===== src/rtl/frame_ctrl_pkg.sv =====
// Shared definitions for the frame analysis controller.
//   state_t     : controller FSM states
//   ADDR_W_DEF  : default frame-buffer address width
//   RES_*       : analyzer colour codes as latched on res
package frame_ctrl_pkg;

  localparam int ADDR_W_DEF = 15;

  typedef enum logic [2:0] {
    S_IDLE,
    S_WAIT_FRAME,
    S_ARM,
    S_RUN,
    S_DONE
  } state_t;

  localparam logic [2:0] RES_R    = 3'b100;
  localparam logic [2:0] RES_G    = 3'b010;
  localparam logic [2:0] RES_B    = 3'b001;
  localparam logic [2:0] RES_TIE  = 3'b111;
  localparam logic [2:0] RES_NONE = 3'b000;

endpackage


===== src/rtl/cycle_watchdog.sv =====
// Cycle watchdog: counts enabled cycles since the last clear.
//   clk, rst : clock, async active-high reset
//   clear    : zero the count (wins over enable)
//   en       : count this cycle
//   limit    : number of enabled cycles allowed
//   expired  : high during the enabled cycle that reaches limit
module cycle_watchdog #(
  parameter int W = 17
) (
  input  logic         clk,
  input  logic         rst,
  input  logic         clear,
  input  logic         en,
  input  logic [W-1:0] limit,
  output logic         expired
);

  logic [W-1:0] cnt;
  logic [W:0]   cnt_nxt;

  // cnt holds the number of enabled cycles already completed, so this
  // cycle is number cnt+1; expiry flags the cycle that equals limit.
  assign cnt_nxt = {1'b0, cnt} + {{W{1'b0}}, 1'b1};
  assign expired = en && (cnt_nxt >= {1'b0, limit});

  always_ff @(posedge clk or posedge rst) begin
    if (rst)                cnt <= '0;
    else if (clear)         cnt <= '0;
    else if (en && !expired) cnt <= cnt_nxt[W-1:0];
  end

endmodule


===== src/rtl/frame_analysis_ctrl.sv =====
// Frame analysis controller: freezes the camera buffer after a frame,
// runs the colour analyzer on the shared read port (display has priority),
// and hands the result to a consumer with a watchdog abort.
//   req_analyze    : request level, rising edge starts a cycle from IDLE
//   cam_frame_done : end-of-frame pulse from capture
//   vga_active/vga_addr : display read request/address
//   an_addr/an_done/an_res : analyzer read address, completion, colour code
//   res_ack        : consumer accepts result
//   mem_addr       : muxed frame-buffer read address
//   an_init/an_proc: analyzer start pulse / step enable (port grant)
//   cap_en         : camera write enable (0 freezes buffer)
//   busy/res_valid/err/res : status and latched result
module frame_analysis_ctrl
  import frame_ctrl_pkg::*;
#(
  parameter int ADDR_W  = ADDR_W_DEF,
  parameter int TIMEOUT = 65535,
  parameter bit AUTO    = 1'b0
) (
  input  logic              clk,
  input  logic              rst,
  input  logic              req_analyze,
  input  logic              cam_frame_done,
  input  logic              vga_active,
  input  logic [ADDR_W-1:0] vga_addr,
  input  logic [ADDR_W-1:0] an_addr,
  input  logic              an_done,
  input  logic [2:0]        an_res,
  input  logic              res_ack,
  output logic [ADDR_W-1:0] mem_addr,
  output logic              an_init,
  output logic              an_proc,
  output logic              cap_en,
  output logic              busy,
  output logic              res_valid,
  output logic              err,
  output logic [2:0]        res
);

  localparam logic [16:0] LIMIT = 17'(TIMEOUT);

  state_t state;
  logic   req_q;
  logic   wd_expired;

  cycle_watchdog #(.W(17)) u_wd (
    .clk     (clk),
    .rst     (rst),
    .clear   (state == S_ARM),
    .en      (state == S_RUN),
    .limit   (LIMIT),
    .expired (wd_expired)
  );

  // Display owns the read port whenever it is active; analyzer only steps
  // on cycles the display leaves free.
  assign an_proc  = (state == S_RUN) && !vga_active;
  assign mem_addr = an_proc ? an_addr : vga_addr;

  always_ff @(posedge clk or posedge rst) begin
    if (rst) begin
      state     <= S_IDLE;
      req_q     <= 1'b0;
      cap_en    <= 1'b1;
      an_init   <= 1'b0;
      busy      <= 1'b0;
      res_valid <= 1'b0;
      err       <= 1'b0;
      res       <= RES_NONE;
    end else begin
      req_q   <= req_analyze;
      an_init <= 1'b0;
      case (state)
        S_IDLE: begin
          if (req_analyze && !req_q) begin
            state <= S_WAIT_FRAME;
            busy  <= 1'b1;
          end
        end
        S_WAIT_FRAME: begin
          if (cam_frame_done) begin
            state   <= S_ARM;
            cap_en  <= 1'b0;
            an_init <= 1'b1;
          end
        end
        S_ARM: state <= S_RUN;
        S_RUN: begin
          // Completion takes precedence over a simultaneous expiry.
          if (an_done) begin
            res       <= an_res;
            err       <= 1'b0;
            res_valid <= 1'b1;
            cap_en    <= 1'b1;
            state     <= S_DONE;
          end else if (wd_expired) begin
            res       <= RES_NONE;
            err       <= 1'b1;
            res_valid <= 1'b1;
            cap_en    <= 1'b1;
            state     <= S_DONE;
          end
        end
        S_DONE: begin
          if (res_ack) begin
            res_valid <= 1'b0;
            if (AUTO) begin
              state <= S_WAIT_FRAME;
            end else begin
              state <= S_IDLE;
              busy  <= 1'b0;
            end
          end
        end
        default: begin
          state  <= S_IDLE;
          busy   <= 1'b0;
          cap_en <= 1'b1;
        end
      endcase
    end
  end

endmodule


===== config.mk =====
export PLATFORM = sky130hd
export DESIGN_NAME = frame_analysis_ctrl
export DESIGN_NICKNAME = d
export VERILOG_FILES = /design/src/rtl/frame_ctrl_pkg.sv /design/src/rtl/cycle_watchdog.sv /design/src/rtl/frame_analysis_ctrl.sv
export SDC_FILE = /design/constraint.sdc
export NUM_CORES = 1
export LEC_CHECK = 0
export ABC_AREA = 1
export ABC_CLOCK_PERIOD_IN_PS = 3900
export BUFFER_PORTS_ARGS = -buffer_cell sky130_fd_sc_hd__buf_2
export CORE_ASPECT_RATIO = 0.5
export CORE_MARGIN = 8
export CORE_UTILIZATION = 34
export CTS_CLUSTER_DIAMETER = 40
export DETAILED_ROUTE_END_ITERATION = 7
export PLACE_DENSITY = 0.62
export RECOVER_POWER = 100
export SLEW_MARGIN = 30
export SYNTH_ARGS = -nofsm -noshare
export SYNTH_HDL_FRONTEND = slang
export SYNTH_SLANG_ARGS = --single-unit
export TNS_END_PERCENT = 1

===== constraint.sdc =====
create_clock -name clk -period 3.9 [get_ports clk]
set_input_delay 0.39 -clock clk [delete_from_list [all_inputs] [get_ports clk]]
set_output_delay 0.39 -clock clk [all_outputs]
set_load 0.05 [all_outputs]

==> flow_metrics.py <==
metrics = {
    "critical_path": {
        "crit_chain": "inv_1 > nand2_1 > nor2_1 > inv_1 > nor2_1 > inv_1 > nand2_1 > nand2_1 > clkbuf_2",
        "end_kind": "output pin",
        "critical_path_required_ns": 3.51,
        "cp-start-kind": "flip-flop",
        "criticalPathCategory": "flip-flop to output pin",
        "r2r-start": "u_wd.cnt[1]",
        "worstSetupStartpoint": "state[2]",
        "cp_slowest_cell": "nor2_1",
        "cp_slowest_stage_delay_ns": 0.71,
        "critPathArrivalTime_ns": 2.79,
        "critPathMaxFanout": 17,
    },
    "sta": {
        "fin_skew_ns": 0.00426,
        "hold_viol_final": 0,
        "setup_viol": 0,
        "fin_crit_ns": 3.18,
        "fin_setup_tns_ns": 0,
        "worstMarginPinSlew_ns": 1.14,
        "max_freq_mhz": 314,
        "grt_setup_unrepaired": "false",
        "relSlewSlack": 0.240,
        "drv_slew": 0,
        "finalCritPeriodShare": 0.816,
    },
    "clock_network": {
        "clk_path_buf_depth": 2,
        "cts_resized": 0,
        "cts_root_buffer": "clkbuf_16",
        "post-cts-setup-buffer-count": 0,
        "cts_hold_buf": 0,
        "cts_sinks": 29,
        "cts_buffers": 5,
        "cts_tree": "done",
        "cts.reportedPaths.clkPinSlew_ns": 0.05,
        "clock_latency_ns": 0.28,
        "ctsHtreeMaxLevel": 2,
    },
    "layout": {
        "nNetsFinal": 387,
        "syn_to_final_growth_pct": 24.9,
        "antenna_cells": 0,
        "layout_commonest_cell": "nand2_1",
        "drive_above_1_share": 0.214,
        "final_cell_mix": "nand2_1 (117), buf_2 (49), inv_1 (31), nor2_1 (31), dfrtp_1 (28)",
        "fin_util": 0.439,
    },
    "global_routing": {
        "overflow": 0,
        "grt_pass1_wl_mm": 8.65,
        "top_usage_layer": "met2",
        "grt_use_total": 0.123,
        "first_global_vias": 1929,
        "use_met2": 0.199,
        "antenna_found_initial": 0,
        "use_met3": 0.0301,
        "grt_util_met1": 0.150,
        "grt_start_max_net_pins": 30,
    },
    "floorplanning": {
        "dieArea_sq_um": 8460,
        "core_area_sq_um": 5470,
        "core.rowCount": 19,
        "fp.dieW_um": 122,
        "initial_utilization": 0.351,
        "fp.dieH_um": 69.2,
        "ios": 64,
    },
    "flow_run": {
        "cap_violations": 0,
    },
    "detailed_routing": {
        "wirelength_mm": 5.01,
        "drtAntennaViolNets": 0,
        "dr.pass1.iters": 4,
        "via_count": 1919,
        "wl_per_cell_um": 11.9,
        "first_iter_violations": 76,
        "post_drt_via_cell_ratio": 4.58,
        "drcViolationCount": 0,
    },
    "hold_path": {
        "min_path_type": "input pin to flip-flop",
        "min_from": "req_analyze",
    },
    "synthesis": {
        "syn-cell-area_sq_um": 1920,
        "synth_cell_type_count": 32,
        "ys_seq_area_frac": 0.378,
        "netlist_instances": 278,
        "yosys.area.top_type_share": 0.365,
        "yosysWarnings": 0,
        "synthTopCellsByArea": "dfrtp_1 (36%), nand2_1 (23%), inv_1 (5.9%)",
        "yosys_register_bits": 29,
        "syn_nets": 320,
        "avgSynthCellArea_sq_um": 6.91,
        "synth_top_area_cell": "dfrtp_1",
    },
    "power": {
        "p_leak_nw": 1.31,
        "swShare": 0.446,
        "p_comb_frac": 0.417,
        "seqPwrFrac": 0.277,
        "clkPwrFrac": 0.305,
        "vdd_drop_max_mv": 0.418,
        "power_density_nw_per_um2": 617,
        "power.switching_mw": 0.661,
        "power.internal_mw": 0.821,
        "power_mw": 1.48,
    },
    "placed_design": {
        "dpl.hpwl_mm": 3.94,
        "gp_congestion": 0.819,
        "portBuffers": 63,
    },
    "run_status": {
        "status": "complete, no violations",
    },
}
power by group through the flow:
stage / registers, mW / clock network (mW) / logic (mW)
2_1_floorplan: 0.530 / 0 / 0.397
3_3_place_gp: 0.411 / 0 / 0.654
4_1_cts: 0.410 / 0.462 / 0.664
5_1_grt: 0.420 / 0.477 / 0.679
6_report: 0.411 / 0.452 / 0.618
3_5_place_dp: 0.412 / 0 / 0.666
stage by stage:
stage / setup WS, ns / hold slack [ns] / area [sq um] / instances
after floorplan: 1.52 / 0.421 / 1920 / 278
after global placement: 1.32 / 0.450 / 2300 / 411
after detailed placement: 1.16 / 0.457 / 2300 / 411
after CTS: 0.862 / 0.225 / 2480 / 419
after global routing: 0.265 / 0.231 / 2400 / 419
final: 0.717 / 0.237 / 2400 / 419
sequential cells by signal, indices dropped and copies added (netlist names):
| register | count |
|---|---|
| an_init | 1 |
| busy | 1 |
| cap_en | 1 |
| err | 1 |
| req_q | 1 |
| res | 3 |
| res_valid | 1 |
| state | 3 |
| u_wd.cnt | 17 |
per-layer routing:
metal | share of wire | wire (um)
met1 | 0.48 | 2400
met2 | 0.46 | 2300
met3 | 0.042 | 209
met4 | 0.019 | 97
met5 | 0 | 0
path summary, 6_finish.rpt:
kind	end	depth (start not counted)	slack [ns]
max	mem_addr[5]	9	0.72
min	req_q	1	0.24
max reg2reg	u_wd.cnt[15]	11	0.81
min reg2reg	cap_en	2	0.46
max in group asynchronous	u_wd.cnt[3]	2	2.81
min in group asynchronous	u_wd.cnt[12]	2	0.41
cell usage after synthesis (all sizes together):
master  count
dfrtp      28
nor2       35
ha          2
buf         3
nand3      23
inv        31
o21ai      11
xor2        2
o211ai      1
nor3        1
a31oi       1
o22ai       4
nand3b      1
o21bai      1
nand2     121
dfstp       1
xnor2       2
a21oi       3
nand4       6
clkinv      1
area by class of cell:
class	count	area (sq um)
Clock buffer	6	139
Multi-Input combinational cell	214	981
Timing Repair Buffer	63	305
Sequential cell	29	727
Inverter	32	120
Clock inverter	2	37.5
Fill cell	558	3070
Tap cell	73	91.3
logic make-up (layout without fill, tap and decap cells):
logic type	count (synthesis)	count (layout)	share of synthesized area
XOR/XNOR	4	4	0.0182
buffers and inverters	35	103	0.0755
AO/OA/AOI/OAI	21	21	0.0814
adder cells (fa/ha/maj)	2	2	0.0130
AND/OR/NAND/NOR	187	187	0.434
flip-flops	29	29	0.378
critical path, delay by kind of cell (launching register included):
kind                   cells  cell delay (ns)
buffers and inverters      4             0.88
and+or+nand+nor            5             1.23
DFF                        1             0.40
No activity file was read; power rests on OpenSTA's default activity.
